## config.mk

```make
export PLATFORM = sky130hd
export DESIGN_NAME = rgb_pwm_engine
export DESIGN_NICKNAME = d
export VERILOG_FILES = /design/src/rtl/rgb_pwm_engine.sv
export SDC_FILE = /design/constraint.sdc
export NUM_CORES = 1
export LEC_CHECK = 0
export CAP_MARGIN = 5
export CORE_AREA = 2 2 164 166
export CTS_CLUSTER_SIZE = 40
export DETAILED_ROUTE_END_ITERATION = 7
export DIE_AREA = 0 0 166 168
export GPL_ROUTABILITY_DRIVEN = 0
export PLACE_DENSITY = 0.61
export SYNTH_ARGS = -nofsm -noshare
export SYNTH_HDL_FRONTEND = slang
export SYNTH_SLANG_ARGS = --single-unit
```

## constraint.sdc

```tcl
create_clock -name clk -period 6.45 [get_ports clk]
set_input_delay 0.645 -clock clk [delete_from_list [all_inputs] [get_ports clk]]
set_output_delay 0.645 -clock clk [all_outputs]
set_load 0.03 [all_outputs]
```

## src/rtl/rgb_pwm_engine.sv

```systemverilog
// rgb_pwm_engine: multi-channel PWM generator for the board RGB LEDs.
// Duties are double-buffered (pending -> active at period boundaries) and an
// optional breathing mode scales every channel by a ramping brightness level.
module rgb_pwm_engine #(
  parameter int unsigned NUM_CH   = 3,
  parameter int unsigned DUTY_W   = 8,
  parameter int unsigned STEP_DIV = 4
) (
  input  logic                     clk,
  input  logic                     rst,
  input  logic                     en,
  input  logic                     mode,
  input  logic                     load,
  input  logic [NUM_CH*DUTY_W-1:0] duty_in,
  output logic [NUM_CH-1:0]        pwm_out,
  output logic                     period_start,
  output logic                     fade_dir
);

  // Period is 2^DUTY_W-1 cycles, so the counter's last value is all-ones minus one.
  localparam logic [DUTY_W-1:0] LVL_MAX  = '1;
  localparam logic [DUTY_W-1:0] CNT_LAST = {{(DUTY_W-1){1'b1}}, 1'b0};
  localparam int unsigned       DIV_W    = (STEP_DIV > 1) ? $clog2(STEP_DIV) : 1;
  localparam logic [DIV_W-1:0]  DIV_LAST = DIV_W'(STEP_DIV - 1);

  typedef enum logic [1:0] {
    ST_STATIC = 2'd0,
    ST_UP     = 2'd1,
    ST_DOWN   = 2'd2
  } state_t;

  state_t                   state, state_nxt;
  logic [DUTY_W-1:0]        cnt;
  logic [DUTY_W-1:0]        lvl, lvl_nxt;
  logic [DIV_W-1:0]         div, div_nxt;
  logic [NUM_CH*DUTY_W-1:0] pending;
  logic [NUM_CH*DUTY_W-1:0] active;
  logic [DUTY_W-1:0]        eff [NUM_CH];
  logic                     boundary;

  // Brightness scaling: (d * (l+1)) >> DUTY_W, so l = max passes d through and l = 0 gives 0.
  function automatic logic [DUTY_W-1:0] scale(input logic [DUTY_W-1:0] d,
                                              input logic [DUTY_W-1:0] l);
    logic [2*DUTY_W:0] prod;
    prod = (2*DUTY_W+1)'(d) * ((2*DUTY_W+1)'(l) + (2*DUTY_W+1)'(1));
    return DUTY_W'(prod >> DUTY_W);
  endfunction

  assign boundary = en && (cnt == CNT_LAST);
  assign fade_dir = (state == ST_UP);

  // Period counter: runs 0..P-1 while enabled, parked at 0 while disabled.
  always_ff @(posedge clk or posedge rst) begin
    if (rst) begin
      cnt <= '0;
    end else if (!en || boundary) begin
      cnt <= '0;
    end else begin
      cnt <= cnt + DUTY_W'(1);
    end
  end

  // Duty double buffer: load fills pending, boundary promotes pending to active.
  always_ff @(posedge clk or posedge rst) begin
    if (rst) begin
      pending <= '0;
      active  <= '0;
    end else begin
      if (load) begin
        pending <= duty_in;
      end
      if (boundary) begin
        active <= pending;
      end
    end
  end

  // Breathing state register.
  always_ff @(posedge clk or posedge rst) begin
    if (rst) begin
      state <= ST_STATIC;
      lvl   <= LVL_MAX;
      div   <= '0;
    end else begin
      state <= state_nxt;
      lvl   <= lvl_nxt;
      div   <= div_nxt;
    end
  end

  // Breathing next-state: only acts on boundaries; mode drop outranks stepping.
  always_comb begin
    state_nxt = state;
    lvl_nxt   = lvl;
    div_nxt   = div;
    if (boundary) begin
      unique case (state)
        ST_STATIC: begin
          if (mode) begin
            state_nxt = ST_UP;
            lvl_nxt   = '0;
            div_nxt   = '0;
          end
        end
        ST_UP: begin
          if (!mode) begin
            state_nxt = ST_STATIC;
            lvl_nxt   = LVL_MAX;
            div_nxt   = '0;
          end else if (div == DIV_LAST) begin
            div_nxt = '0;
            lvl_nxt = lvl + DUTY_W'(1);
            if (lvl_nxt == LVL_MAX) begin
              state_nxt = ST_DOWN;
            end
          end else begin
            div_nxt = div + DIV_W'(1);
          end
        end
        ST_DOWN: begin
          if (!mode) begin
            state_nxt = ST_STATIC;
            lvl_nxt   = LVL_MAX;
            div_nxt   = '0;
          end else if (div == DIV_LAST) begin
            div_nxt = '0;
            lvl_nxt = lvl - DUTY_W'(1);
            if (lvl_nxt == '0) begin
              state_nxt = ST_UP;
            end
          end else begin
            div_nxt = div + DIV_W'(1);
          end
        end
        default: begin
          state_nxt = ST_STATIC;
          lvl_nxt   = LVL_MAX;
          div_nxt   = '0;
        end
      endcase
    end
  end

  // Effective duty per channel: raw active duty, or brightness-scaled while breathing.
  always_comb begin
    for (int unsigned i = 0; i < NUM_CH; i++) begin
      if (state == ST_STATIC) begin
        eff[i] = active[i*DUTY_W +: DUTY_W];
      end else begin
        eff[i] = scale(active[i*DUTY_W +: DUTY_W], lvl);
      end
    end
  end

  // Registered outputs; a full-scale duty never drops low since cnt stops at P-1.
  always_ff @(posedge clk or posedge rst) begin
    if (rst) begin
      pwm_out      <= '0;
      period_start <= 1'b0;
    end else begin
      period_start <= en && (cnt == '0);
      for (int unsigned i = 0; i < NUM_CH; i++) begin
        pwm_out[i] <= en && (cnt < eff[i]);
      end
    end
  end

endmodule

```

==> flow_summary.rst, run 1 <==
.. list-table::
   :header-rows: 1

   * - Metric
     - Value
   * - Result of the run
     - completed
   * - Gate count after technology mapping
     - ~1100
   * - Number of flops mapped to enable cells by yosys
     - 0
   * - Post-route DRC
     - 0
   * - CTS tree
     - done
   * - Crit path top cell by count
     - sky130_fd_sc_hd__fa_1
   * - Netlist area before placement
     - 10300 µm²
   * - IO buf count
     - 33
   * - CTS root buffer
     - sky130_fd_sc_hd__clkbuf_16
   * - Number of iterations in the first detailed-routing pass
     - 5
   * - Synthesized area per cell
     - approximately 9.5 µm²
   * - Leading cell types by total area after synthesis
     - sky130_fd_sc_hd__fa_1 (23%), sky130_fd_sc_hd__ha_1 (16%), sky130_fd_sc_hd__dfrtp_1 (16%)
   * - Total via count in the routed design
     - ~7500
   * - Min cycle time layout
     - between 6 and 7 ns
   * - Kind of path behind the tightest hold check
     - flip-flop to flip-flop
   * - Setup TNS
     - 0 ns
   * - Synthesized netlist net count
     - about 1400
   * - Top Ports
     - 34
   * - Number of distinct library cell variants in the gate-level netlist after synthesis
     - 56
   * - Top cell type by total area after synthesis
     - sky130_fd_sc_hd__fa_1
   * - CP startpoint kind
     - flip-flop
   * - PwrDens
     - slightly above 90 nW/µm²
   * - Net total in the final layout
     - between 1000 and 1500
   * - Final setup fails
     - 0
   * - Cell leakage power
     - 5.89 nW
   * - Number of hold violations in the final report
     - 0
   * - CP required
     - 6.70 ns
   * - Predominant post-synthesis flop cell
     - sky130_fd_sc_hd__dfrtp_1
   * - GR Layer Usage met1
     - around 25%
   * - Buf+Inv Stages, Crit Path
     - 3
   * - Met2 layer usage reported by global route
     - 30.0%
   * - Die area
     - ~28000 µm²
   * - Cts bufs inserted
     - 9
   * - Type of element capturing the critical path
     - flip-flop
   * - Fraction of post-synthesis cell area in the top cell type by area
     - 23.4%
   * - Relative slew margins
     - between 30% and 40%
   * - Height of the chip
     - 168 µm
   * - Via count of the first global-routing pass
     - 7904
   * - Clock tree buffer depth
     - 2
   * - Depth of the worst register-to-register path
     - 24
   * - Initial core utilization
     - 38.9%
   * - Fill count
     - roughly 2500
   * - Final number of max-transition violations
     - 0
   * - Worst-path maximum fanout
     - 7
   * - Hold-critical path depth
     - 1
   * - CP Depth
     - 24
   * - Worst setup path category
     - flip-flop to flip-flop
   * - Width of the die
     - roughly 170 µm
   * - Upper clock frequency limit
     - 0.162 GHz
   * - Setup WS pre-CTS
     - -0.0419 ns
   * - Hold buffer count at cts
     - 0
   * - GRT Total Usage
     - between 10% and 20%
   * - Clock skew after layout
     - 0.00976 ns
   * - Syn-to-layout area delta
     - 13.8%
   * - Number of rows created at floorplan
     - 60
   * - Overflow left after global routing
     - 0
   * - Source-to-sink clock delay at the later pin of the worst-skew pair
     - between 0.3 and 0.4 ns
   * - Seq/Total Area, Yosys
     - between 10% and 20%
   * - H-Tree Depth
     - 3
   * - Max-cap violations
     - 0
   * - First-pass GRT wire length
     - between 40 and 50 mm
   * - Violation count after the first detailed-routing iteration
     - about 400
   * - Most common cell in the synthesized netlist
     - sky130_fd_sc_hd__and2_1
   * - Critical path data arrival time
     - between 6 and 7 ns
   * - Sequence of cells on the critical path
     - and3_4, and3_1, nand3_4, xnor2_4, buf_6, and2_1, fa_1, fa_1, fa_1, inv_1, fa_1, inv_1, ha_1, and4_1, a2111oi_4, o211ai_1, xnor2_1, nor2_1, a21oi_1, ha_1, a21o_1, nand2_1, nand3b_1, a41oi_1
   * - Antenna diodes
     - 0
   * - Synth cell count leaders
     - sky130_fd_sc_hd__and2_1 (156), sky130_fd_sc_hd__inv_1 (144), sky130_fd_sc_hd__ha_1 (129), sky130_fd_sc_hd__fa_1 (120), sky130_fd_sc_hd__dfrtp_1 (64)
   * - Slowest cell on crit path
     - sky130_fd_sc_hd__dfstp_2
   * - Family of cells with the greatest summed delay on the critical path
     - adder cells
   * - Clock-pin slew reported for the worst setup and hold paths after clock tree synthesis
     - ~0.070 ns
   * - Total wirelength of the detailed-routed design
     - approximately 24 mm
   * - Slowest stage delay, CP
     - 0.54 ns
   * - Worst-margin pin slew
     - 0.909 ns
   * - Final std cells w/o fill
     - 1446
   * - Global route hottest layer
     - met2
   * - Routed length per instance
     - about 17 µm
   * - Fraction of layout instances using a drive strength above 1
     - between 10% and 20%
   * - Number of synthesized register bits
     - 72
   * - Core Footprint
     - about 26000 µm²
   * - Largest net degree at the start of global routing
     - 73
   * - Synth Warn #
     - 0
   * - Sum of net half-perimeters after detailed placement
     - 17.1 mm
   * - DP Cell Count
     - 1416
   * - Routing usage on met3
     - roughly 1.2%
   * - Share of flip-flops with an asynchronous set or reset after synthesis
     - 100%
   * - Number of antenna violations at the first check in global routing
     - 0
   * - Clock net sink count
     - 72
   * - Antenna-violating nets left
     - 0
   * - Part of the cycle the worst path needs
     - about 96%
   * - Maximum vdd ir drop
     - about 0.14 mV
   * - Setup slack after layout
     - ~0.28 ns
   * - Vias per std cell
     - roughly 5.2
[worst paths after layout]
| check | from | end | slack (ns) |
|---|---|---|---|
| max | lvl[4] | pwm_out[0] | 0.28 |
| min | pending[0] | active[0] | 0.50 |
| max reg2reg | lvl[4] | pwm_out[0] | 0.28 |
| min reg2reg | pending[0] | active[0] | 0.50 |
| max in group asynchronous | rst | pwm_out[1] | 4.93 |
| min in group asynchronous | rst | active[18] | 0.92 |
[final cells by class]
type                            instances  area, µm²  share of cell area [%]
Clock inverter                          4       55.1                   0.471
Multi-Input combinational cell        802       7890                    67.6
Timing Repair Buffer                   71        708                    6.06
Clock buffer                           12        246                    2.11
Tap cell                              341        427                    3.65
Inverter                              144        541                    4.63
Sequential cell                        72       1810                    15.5
[sequential cells by signal (all words and copies together) (netlist names)]
| name | count |
|---|---|
| active | 24 |
| cnt | 8 |
| state | 2 |
| div | 2 |
| period_start | 1 |
| pending | 24 |
| pwm_out | 3 |
| lvl | 8 |
[layout by cell type, fill, tap and decap left out, types with 13 or more instances in the layout]
master / netlist / final
sky130_fd_sc_hd__and2_1: 156 / 155
sky130_fd_sc_hd__inv_1: 144 / 143
sky130_fd_sc_hd__ha_1: 129 / 127
sky130_fd_sc_hd__fa_1: 120 / 120
sky130_fd_sc_hd__dfrtp_1: 64 / 64
sky130_fd_sc_hd__nand2_1: 62 / 62
sky130_fd_sc_hd__mux2_2: 49 / 49
sky130_fd_sc_hd__clkdlybuf4s50_1: 0 / 33
sky130_fd_sc_hd__a21oi_1: 33 / 31
sky130_fd_sc_hd__buf_4: 0 / 30
sky130_fd_sc_hd__nor2_1: 28 / 28
sky130_fd_sc_hd__nor2b_1: 21 / 21
sky130_fd_sc_hd__xnor2_1: 25 / 19
sky130_fd_sc_hd__o21ai_0: 21 / 19
sky130_fd_sc_hd__xor2_1: 13 / 13
sky130_fd_sc_hd__nand3_1: 18 / 13
[per-stage QoR]
step / power (mW) / util [%] / cell area (µm²) / hold slack, ns
after floorplan: 0.535 / - / 10300 / 0.470
after global placement: 0.572 / 41.9 / 11100 / 0.485
after detailed placement: 0.573 / 41.9 / 11100 / 0.491
after CTS: 1.10 / 43.2 / 11400 / 0.505
after global routing: 1.13 / 44.3 / 11700 / 0.518
final: 1.09 / 44.3 / 11700 / 0.500
[power by group]
part | switching (mW) | internal (mW)
Combinational | 0.0362 | 0.0440
Clock | 0.209 | 0.312
Sequential | 0.0136 | 0.471
Total | 0.259 | 0.827
[cell families (layout without fill, tap and decap cells)]
group	count (synthesis)	count (layout)	share of synthesized area (%)
and+or+nand+nor	342	342	18.6
adders and majority gates	249	249	39.1
buffers and inverters	205	231	7.64
AOI/OAI and AO/OA	115	115	7.57
DFF	72	72	17.7
muxes	57	57	6.16
xor gates and xnor gates	38	39	3.24
[timing repair]
item,CTS,global route
endpoints found under the hold margin,0,0
pin swaps,0,12
resized for setup,1,29
setup buffers,3,8
endpoints found under the setup margin,3,3
gates cloned,0,3
[routing by layer]
layer | wire length (µm) | share of wire (%)
met1 | 11200 | 47
met5 | 0 | 0
met2 | 11600 | 49
met4 | 384 | 1.6
met3 | 773 | 3.2
Note: power is estimated with default switching activity, not from simulation.
==> run 2, diff against run 1 <==
--- a/config.mk
+++ b/config.mk
@@ -5,8 +5,9 @@
 export SDC_FILE = /design/constraint.sdc
 export NUM_CORES = 1
 export LEC_CHECK = 0
-export CAP_MARGIN = 5
+export CAP_MARGIN = 10
 export CORE_AREA = 2 2 164 166
+export CTS_CLUSTER_DIAMETER = 50
 export CTS_CLUSTER_SIZE = 40
 export DETAILED_ROUTE_END_ITERATION = 7
 export DIE_AREA = 0 0 166 168
==> results of run 2 <==
Same layout as run 1: the final DEF is identical, and so are final timing and power.
